<file path="src/rtl/reflet_timer_if.sv">
// CPU-side bus bundle for the reflet timer: chip select, word address,
// write data/strobe, registered read data and the interrupt line.
interface reflet_timer_if #(
  parameter int unsigned wordsize = 16
);
  logic                enable;
  logic [2:0]          addr;
  logic [wordsize-1:0] data_in;
  logic                write_en;
  logic [wordsize-1:0] data_out;
  logic                interrupt;

  modport master (
    output enable, addr, data_in, write_en,
    input  data_out, interrupt
  );

  modport slave (
    input  enable, addr, data_in, write_en,
    output data_out, interrupt
  );
endinterface

</file>
<file path="src/rtl/reflet_timer.sv">
// Memory-mapped down-counting timer with prescaler, reload and a stretched
// interrupt pulse; read data is zero when not selected so it can be OR-muxed.
module reflet_timer #(
  parameter int unsigned wordsize = 16,
  parameter int unsigned irq_len  = 2
) (
  input  logic         clk,
  input  logic         reset,
  reflet_timer_if.slave bus
);
  localparam int unsigned irq_w = 4;
  localparam logic [2:0] a_ctrl     = 3'd0;
  localparam logic [2:0] a_prescale = 3'd1;
  localparam logic [2:0] a_reload   = 3'd2;
  localparam logic [2:0] a_count    = 3'd3;
  localparam logic [2:0] a_status   = 3'd4;

  logic                run, auto_reload, irq_en, pending, irq_out;
  logic [wordsize-1:0] prescale, reload, count, psc_cnt, rd_data;
  logic [irq_w-1:0]    irq_cnt;

  logic                run_nx, auto_reload_nx, irq_en_nx, pending_nx, irq_out_nx;
  logic [wordsize-1:0] prescale_nx, reload_nx, count_nx, psc_cnt_nx, rd_data_nx;
  logic [irq_w-1:0]    irq_cnt_nx;

  logic wr, rd, ctrl_wr, count_wr, status_wr, run_clr, tick, tick_eff, underflow;

  assign wr        = bus.enable & bus.write_en;
  assign rd        = bus.enable & ~bus.write_en;
  assign ctrl_wr   = wr && (bus.addr == a_ctrl);
  assign count_wr  = wr && (bus.addr == a_count);
  assign status_wr = wr && (bus.addr == a_status);
  // A CTRL write that stops the timer also swallows a tick due this cycle.
  assign run_clr   = ctrl_wr && !bus.data_in[0];
  assign tick      = run && (psc_cnt == prescale) && !run_clr;
  // A CPU write to COUNT overrides whatever the tick would have done.
  assign tick_eff  = tick && !count_wr;
  assign underflow = tick_eff && (count == '0);

  // Next-state and read-data computation
  always_comb begin
    run_nx         = run;
    auto_reload_nx = auto_reload;
    irq_en_nx      = irq_en;
    prescale_nx    = prescale;
    reload_nx      = reload;
    count_nx       = count;
    pending_nx     = pending;
    psc_cnt_nx     = psc_cnt;
    irq_cnt_nx     = irq_cnt;
    rd_data_nx     = '0;

    if (ctrl_wr && bus.data_in[0]) begin
      psc_cnt_nx = '0;
    end else if (run && !run_clr) begin
      psc_cnt_nx = (psc_cnt == prescale) ? '0 : psc_cnt + wordsize'(1);
    end

    if (tick_eff) begin
      if (count != '0) begin
        count_nx = count - wordsize'(1);
      end else if (auto_reload) begin
        count_nx = reload;
      end else begin
        run_nx = 1'b0;
      end
    end

    if (wr) begin
      case (bus.addr)
        a_ctrl: begin
          run_nx         = bus.data_in[0];
          auto_reload_nx = bus.data_in[1];
          irq_en_nx      = bus.data_in[2];
        end
        a_prescale: prescale_nx = bus.data_in;
        a_reload:   reload_nx   = bus.data_in;
        a_count:    count_nx    = bus.data_in;
        default:    ;
      endcase
    end

    // Set beats clear when an underflow coincides with a STATUS write.
    if (underflow) begin
      pending_nx = 1'b1;
    end else if (status_wr && bus.data_in[0]) begin
      pending_nx = 1'b0;
    end

    if (underflow && irq_en) begin
      irq_cnt_nx = irq_w'(irq_len);
    end else if (irq_cnt != '0) begin
      irq_cnt_nx = irq_cnt - irq_w'(1);
    end
    irq_out_nx = (irq_cnt_nx != '0);

    if (rd) begin
      case (bus.addr)
        a_ctrl:     rd_data_nx = wordsize'({irq_en, auto_reload, run});
        a_prescale: rd_data_nx = prescale;
        a_reload:   rd_data_nx = reload;
        a_count:    rd_data_nx = count;
        a_status:   rd_data_nx = wordsize'(pending);
        default:    rd_data_nx = '0;
      endcase
    end
  end

  always_ff @(posedge clk or posedge reset) begin
    if (reset) begin
      run         <= 1'b0;
      auto_reload <= 1'b0;
      irq_en      <= 1'b0;
      prescale    <= '0;
      reload      <= '0;
      count       <= '0;
      pending     <= 1'b0;
      psc_cnt     <= '0;
      irq_cnt     <= '0;
      irq_out     <= 1'b0;
      rd_data     <= '0;
    end else begin
      run         <= run_nx;
      auto_reload <= auto_reload_nx;
      irq_en      <= irq_en_nx;
      prescale    <= prescale_nx;
      reload      <= reload_nx;
      count       <= count_nx;
      pending     <= pending_nx;
      psc_cnt     <= psc_cnt_nx;
      irq_cnt     <= irq_cnt_nx;
      irq_out     <= irq_out_nx;
      rd_data     <= rd_data_nx;
    end
  end

  assign bus.data_out  = rd_data;
  assign bus.interrupt = irq_out;
endmodule

</file>
<file path="src/flat_wrapper.sv">
// flat-port wrapper written by rule: the top's interface ports become plain ports
module reflet_timer_flat 
#(
  parameter int unsigned wordsize = 16,
  parameter int unsigned irq_len  = 2
)
  (clk, reset, bus_enable, bus_addr, bus_data_in, bus_write_en, bus_data_out, bus_interrupt);
  reflet_timer_if #(.wordsize(wordsize)) bus_i ();
  input  logic clk;
  input  logic reset;
  input wire logic [$bits(bus_i.enable)-1:0] bus_enable;
  input wire logic [$bits(bus_i.addr)-1:0] bus_addr;
  input wire logic [$bits(bus_i.data_in)-1:0] bus_data_in;
  input wire logic [$bits(bus_i.write_en)-1:0] bus_write_en;
  output wire logic [$bits(bus_i.data_out)-1:0] bus_data_out;
  output wire logic [$bits(bus_i.interrupt)-1:0] bus_interrupt;
  assign bus_i.enable = bus_enable;
  assign bus_i.addr = bus_addr;
  assign bus_i.data_in = bus_data_in;
  assign bus_i.write_en = bus_write_en;
  assign bus_data_out = bus_i.data_out;
  assign bus_interrupt = bus_i.interrupt;
  reflet_timer #(.wordsize(wordsize), .irq_len(irq_len)) u_core (.clk(clk), .reset(reset), .bus(bus_i));
endmodule
</file>
<file path="config.mk">
export PLATFORM = sky130hd
export DESIGN_NAME = reflet_timer_flat
export DESIGN_NICKNAME = d
export VERILOG_FILES = /design/src/rtl/reflet_timer_if.sv /design/src/rtl/reflet_timer.sv /design/src/flat_wrapper.sv
export SDC_FILE = /design/constraint.sdc
export NUM_CORES = 1
export LEC_CHECK = 0
export CAP_MARGIN = 15
export CORE_ASPECT_RATIO = 1.25
export CORE_MARGIN = 3
export CORE_UTILIZATION = 45
export CTS_CLUSTER_DIAMETER = 150
export DETAILED_ROUTE_END_ITERATION = 8
export PLACE_DENSITY = 0.73
export SLEW_MARGIN = 30
export SYNTH_ARGS = -nofsm -noshare
export SYNTH_HDL_FRONTEND = slang
export SYNTH_SLANG_ARGS = --single-unit
</file>
<file path="constraint.sdc">
create_clock -name clk -period 4.2 [get_ports clk]
set_input_delay 0.63 -clock clk [delete_from_list [all_inputs] [get_ports clk]]
set_output_delay 0.63 -clock clk [all_outputs]
set_load 0.1 [all_outputs]
</file>
==> results of run 1 <==
==> final timing paths <==
path,from,end,slack [ns],cells after the start
worst max-delay path,bus_addr[2],u_core.count[14],1.13,6
worst min-delay path,u_core.pending,u_core.pending,0.52,2
worst max register to register,u_core.prescale[8],u_core.count[14],1.31,6
worst min register to register,u_core.pending,u_core.pending,0.52,2
max in group asynchronous,reset,u_core.auto_reload,2.71,3
min in group asynchronous,reset,u_core.psc_cnt[7],0.66,2
==> sequential cells by signal, indices dropped and copies added (netlist names) <==
register,flops
u_core.irq_en,1
u_core.run,1
u_core.irq_cnt,4
u_core.reload,16
u_core.bus.data_out,16
u_core.prescale,16
u_core.bus.interrupt,1
u_core.pending,1
u_core.psc_cnt,16
u_core.auto_reload,1
u_core.count,16
==> worst reg2reg max path: stages (launching register included) <==
cell and delay, ns:
dfrtp_1 0.41, xor2_1 0.21, nor4_1 0.39, nand4_2 0.33
nor3_2 0.92, a21boi_0 0.25, o22a_1 0.25
==> cell families after synthesis <==
kind of cell	count (synthesis)	share of synthesized area
AOI/OAI and AO/OA	106	0.1372
xor gates and xnor gates	28	0.04990
adders and majority gates	4	0.01018
buffers and inverters	38	0.03309
DFF	89	0.4532
muxes	53	0.1255
and+or+nand+nor	178	0.1909
==> metal layers <==
layer,global-route usage,part of all wire
met3,0.04093,0.041
met1,0.2811,0.43
met4,0.09308,0.029
met2,0.3529,0.50
met5,0,0
==> power breakdown <==
part / switching, mW / total [mW] / internal, mW
clock network: 0.328 / 0.819 / 0.491
registers: 0.242 / 1.27 / 1.03
logic: 0.361 / 0.700 / 0.339
total: 0.932 / 2.79 / 1.86
==> cells in the final DEF, fill, tap and decap left out, types with 3 or more instances in the layout <==
cell and count:
inv_1 8, clkbuf_16 9, o2111ai_1 4, xnor2_1 8, o22a_1 4, a31oi_1 5, nand3b_1 3, a22oi_1 14
a21oi_1 35, or4_1 3, ha_1 4, mux2_2 46, nor3_1 13, buf_4 7, nor4_1 6, nand2b_1 5
or3_1 6, clkdlybuf4s50_1 39, o21ai_0 22, nor2b_1 5, and3_1 5, dfrtp_1 89, xor2_1 20, mux2i_1 5
nor2_1 65, nor4_2 3, nand3_1 12, nand2_1 30, nand4_1 4
==> layout make-up <==
| class | count | area share |
|---|---|---|
| clock buffers | 13 | 0.04562 |
| clock inverters | 2 | 0.006580 |
| inverters | 9 | 0.006142 |
| multi-input cells | 369 | 0.4426 |
| flip-flops and latches | 89 | 0.3904 |
| well taps | 132 | 0.02895 |
| repair buffers | 47 | 0.07962 |
==> per-stage QoR <==
step           instance area [um2]    util
2_1_floorplan                 4915       -
3_3_place_gp                  5395  0.5083
3_5_place_dp                  5395  0.5083
4_1_cts                       5693  0.5363
5_1_grt                       5704  0.5374
6_report                      5704  0.5374
==> results.json, run 1 <==
{
  "status": "complete, no violations",
  "synthArstFlopShare": 1.000,
  "fin_crit_sh": 0.7311,
  "num_rows": 42,
  "syn_avg_cell_area_um2": 9.909,
  "synth_top_cell_by_area": "dfrtp_1",
  "cp_max_fo": 15,
  "yosysMostFrequentCell": "dfrtp_1",
  "critPathMaxStageDelay_ns": 0.89,
  "grt_pass1_wl_mm": 20.78,
  "yosysTopAreaCellShare": 0.4532,
  "end_kind": "flop",
  "cp.buffers_inverters": 1,
  "place.gp.congestion": 0.8688,
  "post-route-drc-count": 0,
  "numCtsBuffers": 9,
  "ios": 40,
  "arrival_ns": 3.30,
  "antenna_cells": 0,
  "worst_clock_skew_ns": 0.01103,
  "whs_ns": 0.5208,
  "die-height_um": 122.8,
  "multi_input_area_um2": 2525,
  "post_cts_buffers": 0,
  "clk_pin_slew_worst_paths_ns": 0.06,
  "seqCellArea_um2": 2227,
  "tightestPinTransition_ns": 1.020,
  "cts.sinks": 89,
  "max_slew_margin": 0.3161,
  "maxCapViolations": 0,
  "layout_setup_ws_ns": 1.129,
  "syn_nets": 523,
  "core_um2": 10620,
  "yosysSeqAreaShare": 0.4532,
  "finalSetupTns_ns": 0,
  "synth_seq_cells": 89,
  "clkLatencyLatePin_ns": 0.35,
  "cts-resized-gates": 0,
  "fill_cells": 968,
  "fp.dieArea_um2": 12220,
  "min_path_type": "flop to flop",
  "hpwl_mm": 8.918,
  "synth_edf_count": 0,
  "routed_via_density": 5.994,
  "fin_cells": 661,
  "pre_cts_ws_ns": 0.8614,
  "rsz0062_at_grt": "no",
  "wl_mm": 12.69,
  "dp.cells": 645,
  "min_period_ns": 3.071,
  "antenna_found_initial": 0,
  "port_buffers": 39,
  "yosys_most_used_dff": "dfrtp_1",
  "fmax_ghz": 0.3257,
  "worstSetupPathType": "primary input to flop",
  "drtAntennaViolNets": 0,
  "clock_path_buffers": 2,
  "drive_gt1_frac": 0.1645,
  "cts_tree": "done",
  "grt_max_degree": 37,
  "dieWidth_um": 99.48,
  "htreeDepth": 3,
  "area_delta_synth_final_pct": 16.06,
  "hold_viol": 0,
  "vias": 3962,
  "yosysUniqueCellTypes": 62,
  "cts_hold_buf": 0,
  "gr-total-overflow": 0,
  "timing.final.max_slew_violations": 0,
  "leakagePower_nw": 2.332,
  "worstPathRequired_ns": 4.43,
  "synthTopCellsByCount": "89 x dfrtp_1, 65 x nor2_1, 46 x mux2_2, 35 x a21oi_1, 30 x nand2_1",
  "syn-cell-area_um2": 4915,
  "initial_utilization": 0.4630,
  "yosysWarnings": 0,
  "netlist_instances": 496,
  "finalPower_mw": 2.789,
  "p_per_area_nw_per_um2": 489.0,
  "grtUsageTotal": 0.2161,
  "wl_per_cell_um": 19.19,
  "worstPathCellList": "clkdlybuf4s50_1 -> and3b_1 -> and3_1 -> nor3_2 -> a21boi_0 -> o22a_1",
  "critical-path-top-delay-family": "simple AND/OR/NAND/NOR gates",
  "grt_pass1_vias": 3945,
  "nets": 552,
  "ir_drop_uv": 250.9,
  "firstDrtPassIters": 5,
  "drt_iter0_drc": 257,
  "synth.area.top_cells": "dfrtp_1 45%, mux2_2 11%, nor2_1 5.0%",
  "critPathLaunchType": "primary input",
  "root_buffer": "clkbuf_16",
  "crit_slowest_cell": "nor3_2",
  "setup_viol": 0
}
(Power assumes the default switching activity.)
==> run 2: changes to the inputs <==
--- a/config.mk
+++ b/config.mk
@@ -11,7 +11,7 @@
 export CORE_UTILIZATION = 45
 export CTS_CLUSTER_DIAMETER = 150
 export DETAILED_ROUTE_END_ITERATION = 8
-export PLACE_DENSITY = 0.73
+export PLACE_DENSITY = 0.76
 export SLEW_MARGIN = 30
 export SYNTH_ARGS = -nofsm -noshare
 export SYNTH_HDL_FRONTEND = slang
==> constraint.sdc (replaced) <==
create_clock -name clk -period 2.7 [get_ports clk]
set_input_delay 0.405 -clock clk [delete_from_list [all_inputs] [get_ports clk]]
set_output_delay 0.405 -clock clk [all_outputs]
set_load 0.1 [all_outputs]
==> results.json, run 2 (synthesis gave the netlist of run 1 again) <==
{
  "clk_pin_slew_worst_paths_ns": 0.06,
  "ios": 40,
  "min_path_type": "primary input to asynchronous set/reset pin",
  "place.gp.congestion": 0.9050,
  "routed_via_density": 5.961,
  "htreeDepth": 3,
  "multi_input_area_um2": 2525,
  "hpwl_mm": 8.856,
  "arrival_ns": 2.61,
  "cts_tree": "done",
  "finalSetupTns_ns": 0,
  "grt_max_degree": 90,
  "status": "complete, no violations",
  "whs_ns": 0.5255,
  "numCtsBuffers": 9,
  "wl_mm": 12.23,
  "post-route-drc-count": 0,
  "fp.dieArea_um2": 12220,
  "root_buffer": "clkbuf_16",
  "setup_viol": 0,
  "finalPower_mw": 4.516,
  "initial_utilization": 0.4630,
  "antenna_cells": 0,
  "final_cell_mix": "89 x dfrtp_1, 65 x nor2_1, 46 x mux2_2, 35 x a21oi_1, 34 x buf_4",
  "wl_per_cell_um": 18.20,
  "nets": 562,
  "vias": 4006,
  "clock_path_buffers": 2,
  "critPathLaunchType": "flop",
  "max_slew_margin": 0.5626,
  "r2r-start": "u_core.count[0]",
  "ir_drop_uv": 476.9,
  "firstDrtPassIters": 5,
  "drtAntennaViolNets": 0,
  "end_kind": "flop",
  "hold_viol": 0,
  "maxCapViolations": 0,
  "tightestPinTransition_ns": 0.6511,
  "min_period_ns": 2.377,
  "cts-resized-gates": 0,
  "grt_pass1_vias": 3901,
  "drt_iter0_drc": 415,
  "fin_crit_sh": 0.8803,
  "rsz0062_at_grt": "no",
  "die-height_um": 122.8,
  "antenna_found_initial": 0,
  "worstSetupPathType": "flop to flop",
  "post_cts_buffers": 0,
  "cts_hold_buf": 0,
  "cp_max_fo": 7,
  "grtUsageTotal": 0.2125,
  "worst_clock_skew_ns": 0.007808,
  "critPathMaxStageDelay_ns": 0.60,
  "final_common_cell": "dfrtp_1",
  "ff2ff_path_depth": 7,
  "fmax_ghz": 0.4207,
  "num_rows": 42,
  "timing.final.max_slew_violations": 0,
  "r2r_setup_slack_ns": 0.32,
  "area_delta_synth_final_pct": 17.92,
  "core_um2": 10620,
  "crit_slowest_cell": "nor3_1",
  "worstPathCellList": "inv_1 -> ha_1 -> nor4b_2 -> nand2_1 -> nor3_1 -> and4_1 -> nor2_1",
  "fill_cells": 913,
  "cts.sinks": 89,
  "dieWidth_um": 99.48,
  "r2r_end": "u_core.irq_cnt[0]",
  "leakagePower_nw": 2.436,
  "worstPathRequired_ns": 2.94,
  "grt_pass1_wl_mm": 20.20,
  "drive_gt1_frac": 0.2148,
  "gr-total-overflow": 0,
  "port_buffers": 39,
  "clkLatencyLatePin_ns": 0.35,
  "seqCellArea_um2": 2227,
  "p_per_area_nw_per_um2": 779.3
}
run 2: power by group:
part | internal [mW] | switching (mW)
Clock | 0.928 | 0.518
Sequential | 1.60 | 0.342
Combinational | 0.537 | 0.592
run 2: worst max-delay path, delay by kind of cell, from the launching register on:
kind | cells | cell delay, ns
adders and majority gates | 1 | 0.16
buffers and inverters | 1 | 0.12
DFF | 1 | 0.47
and+or+nand+nor | 5 | 1.51
run 2: layer usage:
layer | up-vias | share of wire | global-route usage
li1 | 1869 | - | -
met1 | 1974 | 0.41 | 0.2687
met2 | 137 | 0.52 | 0.3714
met3 | 26 | 0.049 | 0.03923
met4 | 0 | 0.016 | 0.06149
met5 | - | 0 | 0
run 2: stage by stage:
step / util / worst slack [ns] / cells / area, um2
after detailed placement: 0.5134 / 0.1350 / 656 / 5450
after global placement: 0.5134 / 0.2384 / 656 / 5450
final: 0.5460 / 0.3233 / 672 / 5796
after global routing: 0.5460 / 0.1502 / 672 / 5796
after CTS: 0.5460 / 0.3455 / 672 / 5796
after floorplan: - / 0.6973 / 496 / 4918
run 2: how the worst max path moves through the flow:
stage	slack, ns	end	from	cells after the start
global placement	0.24	u_core.bus.interrupt	bus_write_en	7
CTS	0.35	u_core.irq_cnt[0]	u_core.count[0]	7
detailed placement	0.14	u_core.bus.interrupt	bus_write_en	7
floorplan	0.70	u_core.count[5]	u_core.psc_cnt[1]	7
global route	0.15	u_core.irq_cnt[3]	u_core.count[0]	7
finish	0.32	u_core.irq_cnt[0]	u_core.count[0]	7
run 2: area by class of cell:
class | count | share of cell area
inverters | 9 | 0.006477
flip-flops and latches | 89 | 0.3843
clock inverters | 5 | 0.01770
multi-input cells | 369 | 0.4357
well taps | 132 | 0.02850
clock buffers | 11 | 0.04188
repair buffers | 57 | 0.08549
==> run 3: changes to the inputs <==
--- a/config.mk
+++ b/config.mk
@@ -11,8 +11,9 @@
 export CORE_UTILIZATION = 45
 export CTS_CLUSTER_DIAMETER = 150
 export DETAILED_ROUTE_END_ITERATION = 8
-export PLACE_DENSITY = 0.76
+export PLACE_DENSITY = 0.66
 export SLEW_MARGIN = 30
 export SYNTH_ARGS = -nofsm -noshare
 export SYNTH_HDL_FRONTEND = slang
 export SYNTH_SLANG_ARGS = --single-unit
+export TNS_END_PERCENT = 20
==> results.json, run 3 (synthesis gave the netlist of run 1 again) <==
{
  "status": "complete, no violations",
  "worstSetupPathType": "flop to flop",
  "hold_viol": 0,
  "nets": 566,
  "grtUsageTotal": 0.2203,
  "min_period_ns": 2.292,
  "cts.sinks": 89,
  "firstDrtPassIters": 4,
  "fmax_ghz": 0.4363,
  "cts_hold_buf": 0,
  "clkLatencyLatePin_ns": 0.35,
  "worst_clock_skew_ns": 0.007572,
  "drtAntennaViolNets": 0,
  "core_um2": 10620,
  "dieWidth_um": 99.48,
  "clk_pin_slew_worst_paths_ns": 0.06,
  "end_kind": "flop",
  "gr-total-overflow": 0,
  "postPlaceCellArea_um2": 5480,
  "ir_drop_uv": 343.7,
  "final_common_cell": "dfrtp_1",
  "fp.dieArea_um2": 12220,
  "seqCellArea_um2": 2227,
  "fin_crit_sh": 0.8489,
  "vias": 3981,
  "final_cell_mix": "89 x dfrtp_1, 65 x nor2_1, 46 x mux2_2, 38 x buf_4, 35 x a21oi_1",
  "antenna_cells": 0,
  "seq_power_share": 0.443,
  "ios": 40,
  "num_rows": 42,
  "post-route-drc-count": 0,
  "cts-resized-gates": 0,
  "drt_iter0_drc": 268,
  "clock_path_buffers": 2,
  "worstPathCellList": "xor2_1 -> nor4_1 -> nand4_2 -> nor3_2 -> buf_4 -> o211ai_1 -> a31oi_1",
  "finalSetupTns_ns": 0,
  "intPower_mw": 2.926,
  "fin_area_um2": 5797,
  "arrival_ns": 2.56,
  "p_clk_frac": 0.302,
  "power.share.switching": 0.3330,
  "wl_per_cell_um": 18.93,
  "die-height_um": 122.8,
  "setup_viol": 0,
  "numCtsBuffers": 9,
  "wl_mm": 12.80,
  "min_path_type": "primary input to asynchronous set/reset pin",
  "rsz0062_at_grt": "no",
  "post_cts_buffers": 0,
  "critPathLaunchType": "flop",
  "p_per_area_nw_per_um2": 756.7,
  "max_slew_margin": 0.6078,
  "htreeDepth": 3,
  "critPathMaxStageDelay_ns": 0.48,
  "hpwl_mm": 9.092,
  "grt_pass1_wl_mm": 20.72,
  "maxCapViolations": 0,
  "worstPathRequired_ns": 2.97,
  "place.gp.congestion": 0.9127,
  "grt_pass1_vias": 3937,
  "multi_input_area_um2": 2525,
  "initial_utilization": 0.4630,
  "root_buffer": "clkbuf_16",
  "antenna_found_initial": 0,
  "drive_gt1_frac": 0.2224,
  "timing.final.max_slew_violations": 0,
  "routed_via_density": 5.889,
  "fill_cells": 953,
  "cts_tree": "done",
  "grt_max_degree": 90,
  "cp_max_fo": 6,
  "final_core_util": 0.5461,
  "port_buffers": 39,
  "tightestPinTransition_ns": 0.5830,
  "switchingPower_mw": 1.461,
  "leakagePower_nw": 2.440,
  "combPwrFrac": 0.255,
  "area_delta_synth_final_pct": 17.95,
  "crit_slowest_cell": "nor3_2"
}
[run 3: path summary, 6_finish.rpt]
| path | startpoint | slack, ns | cells after the start | to |
|---|---|---|---|---|
| worst max-delay path | u_core.prescale[1] | 0.41 | 7 | u_core.count[10] |
| worst min-delay path | reset | 0.53 | 3 | u_core.reload[10] |
| worst max register to register | u_core.prescale[1] | 0.41 | 7 | u_core.count[10] |
| worst min register to register | u_core.reload[7] | 0.53 | 1 | u_core.reload[7] |
| max in group asynchronous | reset | 1.79 | 3 | u_core.prescale[4] |
| min in group clk | u_core.reload[7] | 0.53 | 1 | u_core.reload[7] |
[run 3: layout make-up]
type | count | share of cell area
multi-input cells | 369 | 0.4356
repair buffers | 61 | 0.09065
inverters | 9 | 0.006475
well taps | 132 | 0.02849
flip-flops and latches | 89 | 0.3842
clock inverters | 4 | 0.008634
clock buffers | 12 | 0.04597
[run 3: worst max-delay path, delay by kind of cell (launching register included)]
| kind | cells | cell delay, ns |
|---|---|---|
| AND/OR/NAND/NOR | 3 | 1.10 |
| flip-flops | 1 | 0.42 |
| AO/OA/AOI/OAI | 2 | 0.26 |
| buffers and inverters | 1 | 0.24 |
| XOR/XNOR | 1 | 0.20 |
[run 3: power by group through the flow]
stage | clock [mW] | combinational (mW) | sequential (mW)
floorplan | 0 | 0.803 | 1.92
global placement | 0 | 1.08 | 1.94
detailed placement | 0 | 1.12 | 1.96
CTS | 1.35 | 1.13 | 1.94
global route | 1.40 | 1.24 | 1.99
finish | 1.32 | 1.12 | 1.94
[run 3: per-stage QoR]
step / hold slack [ns] / power (mW) / setup slack, ns / cells
final: 0.5334 / 4.387 / 0.4079 / 676
after CTS: 0.5336 / 4.415 / 0.3840 / 676
after global routing: 0.5497 / 4.632 / 0.2390 / 676
after detailed placement: 0.5075 / 3.079 / 0.1754 / 660
after floorplan: 0.4695 / 2.724 / 0.6973 / 496
after global placement: 0.5116 / 3.029 / 0.2477 / 660
[run 3: per-layer routing]
layer	wire (um)	global-route usage	vias up
li1	-	-	1864
met1	5550	0.2927	1972
met2	6260	0.3538	123
met3	627	0.03582	22
met4	362	0.1008	0
met5	0	0	-
